[src/rtl/cordic_iter_if.sv]
// Handshake and result bundle between the angle normalizer, the CORDIC core and
// the result converter.
interface cordic_iter_if #(
    parameter int WIDTH = 16
);
    logic                    start;
    logic signed [WIDTH-1:0] angle_in;
    logic [2:0]              flip_in;
    logic                    busy;
    logic                    done;
    logic signed [WIDTH-1:0] sin_out;
    logic signed [WIDTH-1:0] cos_out;
    logic [2:0]              flip_out;

    modport master (
        output start, angle_in, flip_in,
        input  busy, done, sin_out, cos_out, flip_out
    );

    modport slave (
        input  start, angle_in, flip_in,
        output busy, done, sin_out, cos_out, flip_out
    );
endinterface

[src/rtl/cordic_iter.sv]
// Iterative rotation-mode CORDIC: one micro-rotation per clock, sin/cos of a
// residual angle in [-pi/4, +pi/4]. Constants are scaled for Q2.13 angles / Q1.15 results.
module cordic_iter #(
    parameter int WIDTH = 16,
    parameter int ITER  = 15
) (
    input logic         clk,
    input logic         rst_n,
    cordic_iter_if.slave bus
);
    localparam int CW = $clog2(ITER + 1);
    localparam logic [CW-1:0]           LAST   = CW'(ITER);
    localparam logic signed [WIDTH+1:0] K_INIT = (WIDTH+2)'(19898);
    localparam logic signed [WIDTH:0]   ZLIM   = (WIDTH+1)'(6434);
    localparam logic signed [WIDTH+1:0] SAT_HI = (WIDTH+2)'((2 ** (WIDTH - 1)) - 1);
    localparam logic signed [WIDTH+1:0] SAT_LO = -SAT_HI;

    typedef enum logic {IDLE, RUN} state_t;

    state_t                  state, state_nx;
    logic signed [WIDTH+1:0] x, y;
    logic signed [WIDTH:0]   z;
    logic [CW-1:0]           cnt;
    logic [2:0]              flip;
    logic signed [WIDTH-1:0] sin_r, cos_r;
    logic [2:0]              flip_r;
    logic                    done_r;

    logic signed [WIDTH:0]   ang_ext, ang_clamped;
    logic signed [WIDTH+1:0] xs, ys, x_nx, y_nx;
    logic signed [WIDTH:0]   z_nx;

    function automatic logic signed [WIDTH:0] atan_lut(input logic [CW-1:0] i);
        int r;
        case (int'(i))
            0:       r = 6434;
            1:       r = 3798;
            2:       r = 2007;
            3:       r = 1019;
            4:       r = 511;
            5:       r = 256;
            6:       r = 128;
            7:       r = 64;
            8:       r = 32;
            9:       r = 16;
            10:      r = 8;
            11:      r = 4;
            12:      r = 2;
            13:      r = 1;
            default: r = 0;
        endcase
        return (WIDTH+1)'(r);
    endfunction

    // Results are symmetric: -2^(WIDTH-1) is never emitted.
    function automatic logic signed [WIDTH-1:0] sat(input logic signed [WIDTH+1:0] v);
        if (v > SAT_HI)
            return SAT_HI[WIDTH-1:0];
        else if (v < SAT_LO)
            return SAT_LO[WIDTH-1:0];
        else
            return v[WIDTH-1:0];
    endfunction

    always_comb begin
        ang_ext = {bus.angle_in[WIDTH-1], bus.angle_in};
        if (ang_ext > ZLIM)
            ang_clamped = ZLIM;
        else if (ang_ext < -ZLIM)
            ang_clamped = -ZLIM;
        else
            ang_clamped = ang_ext;
    end

    always_comb begin
        xs = x >>> cnt;
        ys = y >>> cnt;
        if (!z[WIDTH]) begin
            x_nx = x - ys;
            y_nx = y + xs;
            z_nx = z - atan_lut(cnt);
        end else begin
            x_nx = x + ys;
            y_nx = y - xs;
            z_nx = z + atan_lut(cnt);
        end
    end

    always_ff @(posedge clk or negedge rst_n) begin
        if (!rst_n)
            state <= IDLE;
        else
            state <= state_nx;
    end

    always_comb begin
        state_nx = state;
        case (state)
            IDLE:    if (bus.start) state_nx = RUN;
            RUN:     if (cnt == LAST) state_nx = IDLE;
            default: state_nx = IDLE;
        endcase
    end

    always_ff @(posedge clk or negedge rst_n) begin
        if (!rst_n) begin
            x      <= '0;
            y      <= '0;
            z      <= '0;
            cnt    <= '0;
            flip   <= '0;
            sin_r  <= '0;
            cos_r  <= '0;
            flip_r <= '0;
            done_r <= 1'b0;
        end else begin
            done_r <= 1'b0;
            case (state)
                IDLE: begin
                    if (bus.start) begin
                        x    <= K_INIT;
                        y    <= '0;
                        z    <= ang_clamped;
                        flip <= bus.flip_in;
                        cnt  <= '0;
                    end
                end
                RUN: begin
                    // The cycle after the last micro-rotation publishes the result.
                    if (cnt == LAST) begin
                        sin_r  <= sat(y);
                        cos_r  <= sat(x);
                        flip_r <= flip;
                        done_r <= 1'b1;
                    end else begin
                        x   <= x_nx;
                        y   <= y_nx;
                        z   <= z_nx;
                        cnt <= cnt + CW'(1);
                    end
                end
                default: ;
            endcase
        end
    end

    assign bus.busy     = (state == RUN);
    assign bus.done     = done_r;
    assign bus.sin_out  = sin_r;
    assign bus.cos_out  = cos_r;
    assign bus.flip_out = flip_r;
endmodule

[src/flat_wrapper.sv]
// flat-port wrapper written by rule: the top's interface ports become plain ports
module cordic_iter_flat 
#(
    parameter int WIDTH = 16,
    parameter int ITER  = 15
)
  (clk, rst_n, bus_start, bus_angle_in, bus_flip_in, bus_busy, bus_done, bus_sin_out, bus_cos_out, bus_flip_out);
  cordic_iter_if #(.WIDTH(WIDTH)) bus_i ();
  input logic clk;
  input logic rst_n;
  input wire logic [$bits(bus_i.start)-1:0] bus_start;
  input wire logic [$bits(bus_i.angle_in)-1:0] bus_angle_in;
  input wire logic [$bits(bus_i.flip_in)-1:0] bus_flip_in;
  output wire logic [$bits(bus_i.busy)-1:0] bus_busy;
  output wire logic [$bits(bus_i.done)-1:0] bus_done;
  output wire logic [$bits(bus_i.sin_out)-1:0] bus_sin_out;
  output wire logic [$bits(bus_i.cos_out)-1:0] bus_cos_out;
  output wire logic [$bits(bus_i.flip_out)-1:0] bus_flip_out;
  assign bus_i.start = bus_start;
  assign bus_i.angle_in = bus_angle_in;
  assign bus_i.flip_in = bus_flip_in;
  assign bus_busy = bus_i.busy;
  assign bus_done = bus_i.done;
  assign bus_sin_out = bus_i.sin_out;
  assign bus_cos_out = bus_i.cos_out;
  assign bus_flip_out = bus_i.flip_out;
  cordic_iter #(.WIDTH(WIDTH), .ITER(ITER)) u_core (.clk(clk), .rst_n(rst_n), .bus(bus_i));
endmodule
[config.mk]
export PLATFORM = sky130hd
export DESIGN_NAME = cordic_iter_flat
export DESIGN_NICKNAME = d
export VERILOG_FILES = /design/src/rtl/cordic_iter_if.sv /design/src/rtl/cordic_iter.sv /design/src/flat_wrapper.sv
export SDC_FILE = /design/constraint.sdc
export NUM_CORES = 1
export LEC_CHECK = 0
export CAP_MARGIN = 5
export CORE_UTILIZATION = 45
export DETAILED_ROUTE_END_ITERATION = 10
export MAX_ROUTING_LAYER = met4
export PLACE_DENSITY = 0.75
export SLEW_MARGIN = 20
export SYNTH_ARGS = -nofsm -noshare
export SYNTH_HDL_FRONTEND = slang
export SYNTH_SLANG_ARGS = --single-unit
export TNS_END_PERCENT = 20
[constraint.sdc]
create_clock -name clk -period 14.23 [get_ports clk]
set_input_delay 1.423 -clock clk [delete_from_list [all_inputs] [get_ports clk]]
set_output_delay 1.423 -clock clk [all_outputs]
set_load 0.02 [all_outputs]
==> flow_metrics.tcl, run 1 <==
set metrics [dict create \
    status "completed" \
    drtAntennaViolNets 0 \
    post_dp_cell_area_um2 10220 \
    hold_viol_final 0 \
    synth_top_area_frac 0.2559 \
    met3WireLength_um 2338 \
    cts.clk_slew.worst_paths_ps 90 \
    drive_above_1_share 0.08492 \
    place_ws_ps 8340 \
    tritoncts "done" \
    routed-via-count 8819 \
    htree_num_levels 3 \
    tns_ps 0 \
    syn_to_final_growth_pct 11.06 \
    synthArstFlopShare 1.000 \
    die_area_um2 21660 \
    dieHeight_um 147.2 \
    synthAdderAreaFrac 0.08681 \
    grt_max_degree 62 \
    crit_slowest_cell "dfrtp_2" \
    setup_violations 0 \
    clk_latency_ps 380 \
    max_stage_delay_ps 800 \
    overflow 0 \
    cp_max_fo 32 \
    post_cts_buffers 0 \
    cp-end-kind "flip-flop" \
    synth_ff_type "dfrtp_1" \
    maxSlewViolCount 0 \
    cts-resized-gates 0 \
    regToRegSetupSlack_ps 8330 \
    synth.most_common_cell "nand2_1" \
    synthTopCellsByCount "nand2_1 (134), nor2_1 (98), dfrtp_1 (97)" \
    dr_wl_met2_um 11750 \
    ys_top_cells_by_area "dfrtp_1 (26%), ha_1 (8.0%), mux4_2 (7.6%), nand2_1 (5.3%), o21ai_0 (5.0%)" \
    synth_top_family_by_area "compound AO/OA/AOI/OAI gates" \
    place_hpwl_um 18140 \
    postSynthAreaPerCell_um2 8.341 \
    ios 59 \
    synth_xor_area_frac 0.07111 \
    regArea_um2 2429 \
    fp-row-count 52 \
    hold_class "reg2reg" \
    synth.largest_area_cell "dfrtp_1" \
    nets 1235 \
    top_layer "met4" \
    fin_worst_skew_ps 16.26 \
    num_antenna_cells 0 \
    grt_util_all_layers 0.2538 \
    drt-wirelength-per-cell_um 18.20 \
    setup.worst_path.start_class "flip-flop" \
    arrival_ps 6140 \
    fmax_ghz 0.1694 \
    rsz0062_at_grt "no" \
    antenna_found_initial 0 \
    maxCapViolCount 0 \
    clockBufferDepth 2 \
    drt_first_pass_iters 5 \
    path_cells "buf_4, mux2_2, mux4_2, o21a_1, inv_1, ha_1, mux2_2, fa_1, a21o_1, a21oi_1, o21bai_1, a211o_1, a2111oi_0, o311ai_0, a21oi_1, xor2_1, o21ai_0" \
    tightest_slew_ps 969.9 \
    rr_worst_depth 17 \
    n_fill_cell 1942 \
    fin_crit_sh 0.4148 \
    syn_nets 1223 \
    syn-cell-area_um2 9484 \
    cp.required_ps 14470 \
    reg2reg_to "u_core.x[16]$_DFFE_PN0P_" \
    place_congestion 0.9578 \
    core_um2 20430 \
    grt_pass1_wl_um 42720 \
    grt_pass1_vias 8204 \
    cts_sinks 97 \
    fin_hold_ws_ps 478.7 \
    fin_area_um2 10530 \
    crit_start "u_core.cnt[0]$_DFFE_PN0P_" \
    yosysSeqAreaShare 0.2559 \
    r2r_start "u_core.cnt[0]$_DFFE_PN0P_" \
    synth_compound_area_frac 0.2092 \
    cts_root_buf "clkbuf_16" \
    fp.dieW_um 147.2 \
    slew_headroom 0.3510 \
    synth_edf_count 0 \
    yosysUniqueCellTypes 75 \
    multiInputGateArea_um2 6616 \
    via_per_inst 6.193 \
    hp-start "u_core.flip[2]$_DFFE_PN0P_" \
    synth_seq_cells 97 \
    synth_mux_area_frac 0.1336 \
    wl_um 25910 \
    met1_length_um 11180 \
    hold_depth 2 \
    yosys_warnings 0 \
    cts_hold_repair.buffers 0 \
    drc 0 \
    synthSimpleGateAreaFrac 0.1958 \
    initial_core_util 0.4642 \
    cts_made_buffers 9 \
    path_class "reg2reg" \
    synthCells 1137 \
    period_needed_ps 5902 \
    port_buffers 58 \
    drtIter0Drc 836 \
    worst_hold_path.endpoint "u_core.bus.flip_out[2]$_DFFE_PN0P_" \
    setup_ws_ps 8328 \
]
[placed cells by master, fill, tap and decap left out, drive strengths merged, types with 7 or more instances in the layout]
cell           netlist  routed
nand2              134     134
nor2                98      98
dfrtp               97      97
o21ai               95      95
a21oi               86      86
ha                  61      61
clkdlybuf4s50        0      57
xnor2               42      42
inv                 39      42
mux4                36      36
nand3               35      35
xor2                35      35
mux2i               25      25
a31oi               24      24
o31ai               23      23
nor3                22      22
mux2                17      17
a21o                16      16
buf                 28      16
nand2b              14      14
nor4                11      11
and3                11      11
nor3b               11      11
and2                10      10
nor2b                9       9
clkbuf              44       9
o211ai               9       9
nand4                7       7
nand3b               7       7
o21bai               7       7
[worst max-delay path, delay by kind of cell (launching register included)]
| kind | cells | cell delay (ps) |
|---|---|---|
| buffers and inverters | 2 | 600 |
| xor gates and xnor gates | 1 | 150 |
| adders and majority gates | 2 | 670 |
| DFF | 1 | 800 |
| muxes | 3 | 1210 |
| AOI/OAI and AO/OA | 9 | 2310 |
[worst max path at each step]
stage | end | slack (ps) | depth (start not counted)
after floorplan | u_core.x[16]$_DFFE_PN0P_ | 9250 | 20
after global placement | u_core.x[16]$_DFFE_PN0P_ | 8390 | 17
after detailed placement | u_core.x[16]$_DFFE_PN0P_ | 8340 | 17
after CTS | u_core.x[16]$_DFFE_PN0P_ | 8310 | 17
after global routing | u_core.x[16]$_DFFE_PN0P_ | 7950 | 17
final | u_core.x[16]$_DFFE_PN0P_ | 8330 | 17
[sequential cells by signal, indices dropped and copies added, names as in the netlist]
signal,count
u_core.x,18
u_core.y,18
u_core.z,17
u_core.bus.cos_out,16
u_core.bus.sin_out,16
u_core.cnt,4
u_core.bus.flip_out,3
u_core.flip,3
u_core.bus.busy,1
u_core.bus.done,1
[per-layer routing]
metal,GRT usage,vias to the layer above
li1,-,4173
met1,0.3417,4175
met2,0.3833,411
met3,0.04814,60
met4,0.08299,0
met5,-,-
[cell type report]
| type | count | area share |
|---|---|---|
| multi-input cells | 928 | 0.6282 |
| flip-flops and latches | 97 | 0.2306 |
| repair buffers | 73 | 0.06557 |
| well taps | 270 | 0.03207 |
| clock buffers | 9 | 0.02138 |
| inverters | 40 | 0.01426 |
| clock inverters | 7 | 0.007959 |
[logic make-up (layout without fill, tap and decap cells)]
| group | Yosys count | after routing |
|---|---|---|
| adders and majority gates | 64 | 64 |
| xor gates and xnor gates | 77 | 77 |
| DFF | 97 | 97 |
| buffers and inverters | 112 | 129 |
| and+or+nand+nor | 390 | 390 |
| AOI/OAI and AO/OA | 319 | 319 |
| muxes | 78 | 78 |
[stage by stage]
stage	util	instances
global route	0.5156	1424
CTS	0.5152	1424
global placement	0.5001	1408
detailed placement	0.5001	1408
finish	0.5156	1424
floorplan	-	1137
Power of run 1 is not shown: default switching activity piles up to over one toggle a cycle in this logic, so the estimate is an artifact.
==> run 2: changes to the inputs <==
clock period = 6 ns   (was 14.23 ns; I/O delays follow)
==> flow_metrics.tcl, run 2 (same netlist as run 1, synthesis figures left out) <==
set metrics [dict create \
    status "completed" \
    n_fill_cell 1946 \
    post_cts_buffers 0 \
    met3WireLength_um 2259 \
    path_class "reg2reg" \
    ios 59 \
    fin_util 0.5202 \
    initial_core_util 0.4642 \
    tightest_slew_ps 956.4 \
    cts.clk_slew.worst_paths_ps 90 \
    rr_worst_depth 20 \
    port_buffers 58 \
    syn_to_final_growth_pct 12.06 \
    hold_viol_final 0 \
    dr_wl_met2_um 12060 \
    setup_violations 0 \
    reg2reg_to "u_core.y[17]$_DFFE_PN0P_" \
    clk_latency_ps 370 \
    met1_length_um 11680 \
    fin_worst_skew_ps 14.19 \
    r2r_start "u_core.cnt[0]$_DFFE_PN0P_" \
    fmax_ghz 0.1818 \
    cp_max_fo 22 \
    fin_area_um2 10630 \
    die_area_um2 21660 \
    htree_num_levels 3 \
    cts_root_buf "clkbuf_16" \
    top_regs "u_core.x x18, u_core.y x18, u_core.z x17" \
    cts_hold_repair.buffers 0 \
    arrival_ps 5740 \
    nets 1249 \
    fp-row-count 52 \
    drt_first_pass_iters 5 \
    post_dp_cell_area_um2 10320 \
    regToRegSetupSlack_ps 500 \
    clockBufferDepth 2 \
    dieHeight_um 147.2 \
    cts_made_buffers 9 \
    period_needed_ps 5500 \
    top_layer "met4" \
    grt_pass1_wl_um 43790 \
    core_um2 20430 \
    maxSlewViolCount 0 \
    final_common_cell "nand2_1" \
    wl_um 26970 \
    routed-via-count 9008 \
    hold_class "in2async" \
    num_antenna_cells 0 \
    tritoncts "done" \
    overflow 0 \
    cp.required_ps 6240 \
    maxCapViolCount 0 \
    grt_util_all_layers 0.2612 \
    cts-resized-gates 0 \
    drc 0 \
    drtIter0Drc 829 \
    place_congestion 0.9961 \
    antenna_found_initial 0 \
    place_hpwl_um 19300 \
    via_per_inst 6.264 \
    mostFrequentLayoutCells "nand2_1 (133), nor2_1 (98), dfrtp_1 (96), o21ai_0 (95), a21oi_1 (86)" \
    critPathCapture "u_core.y[17]$_DFFE_PN0P_" \
    slew_headroom 0.3600 \
    tns_ps 0 \
    setup.worst_path.start_class "flip-flop" \
    crit_start "u_core.cnt[0]$_DFFE_PN0P_" \
    fp.dieW_um 147.2 \
    cts_sinks 97 \
    grt_pass1_vias 8355 \
    cp-end-kind "flip-flop" \
    drt-wirelength-per-cell_um 18.75 \
    drtAntennaViolNets 0 \
    rsz0062_at_grt "no" \
    drive_above_1_share 0.09503 \
    grt_max_degree 62 \
    fin_crit_sh 0.9166 \
]
run 2: final cells by class:
cell class,instances,area [um^2],share of cell area
sequential,97,2429,0.2285
clock buffer,9,225.2,0.02119
clock inverter,7,81.33,0.007652
timing repair buffer,87,795.8,0.07488
inverter,40,150.1,0.01413
tap,270,337.8,0.03179
multi-input combinational,928,6609,0.6219
run 2: worst min path at each step:
| stage | start | to | slack [ps] | depth (start not counted) |
|---|---|---|---|---|
| 3_5_place_dp | u_core.flip[0]$_DFFE_PN0P_ | u_core.bus.flip_out[0]$_DFFE_PN0P_ | 450 | 2 |
| 6_report | rst_n | u_core.flip[2]$_DFFE_PN0P_ | 190 | 1 |
| 3_3_place_gp | u_core.flip[1]$_DFFE_PN0P_ | u_core.bus.flip_out[1]$_DFFE_PN0P_ | 450 | 2 |
| 4_1_cts | rst_n | u_core.bus.flip_out[2]$_DFFE_PN0P_ | 200 | 1 |
| 5_1_grt | rst_n | u_core.bus.flip_out[0]$_DFFE_PN0P_ | 220 | 1 |
| 2_1_floorplan | rst_n | u_core.bus.busy$_DFF_PN0_ | 300 | 0 |
run 2: per-stage QoR:
| step | instances | hold WS [ps] | worst slack (ps) |
|---|---|---|---|
| finish | 1438 | 187.7 | 500.2 |
| global route | 1438 | 222.7 | 56.16 |
| CTS | 1438 | 197.7 | 541.9 |
| detailed placement | 1422 | 452.1 | 589.4 |
| global placement | 1422 | 450.0 | 753.4 |
| floorplan | 1137 | 304.4 | 1019 |
run 2: critical path, cell delays in order, from the launching register on:
cell and delay [ps]:
dfrtp_2 750, buf_4 390, buf_4 350, mux4_2 590
mux2_2 330, o21ba_2 220, nor2_1 190, nand2_1 100
nor3_1 210, and3_1 300, nor2_1 70, xor2_1 160
ha_1 350, and4_1 240, and3_1 180, nand2_1 70
a21oi_1 250, o211ai_1 180, and3_1 170, mux2i_1 160
o211ai_2 100
run 2: routing by layer:
layer / track usage / up-vias
met5: - / -
met4: 0.1015 / 0
met3: 0.04193 / 91
met2: 0.3946 / 465
met1: 0.3503 / 4245
li1: - / 4207
Power of run 2 is left out for the same reason.
==> run 3: changes to the inputs <==
TNS_END_PERCENT = default   (was 20)
==> results of run 3 <==
The final DEF is identical to that of run 2; final timing and power are the same.
Power of run 3 is left out for the same reason.
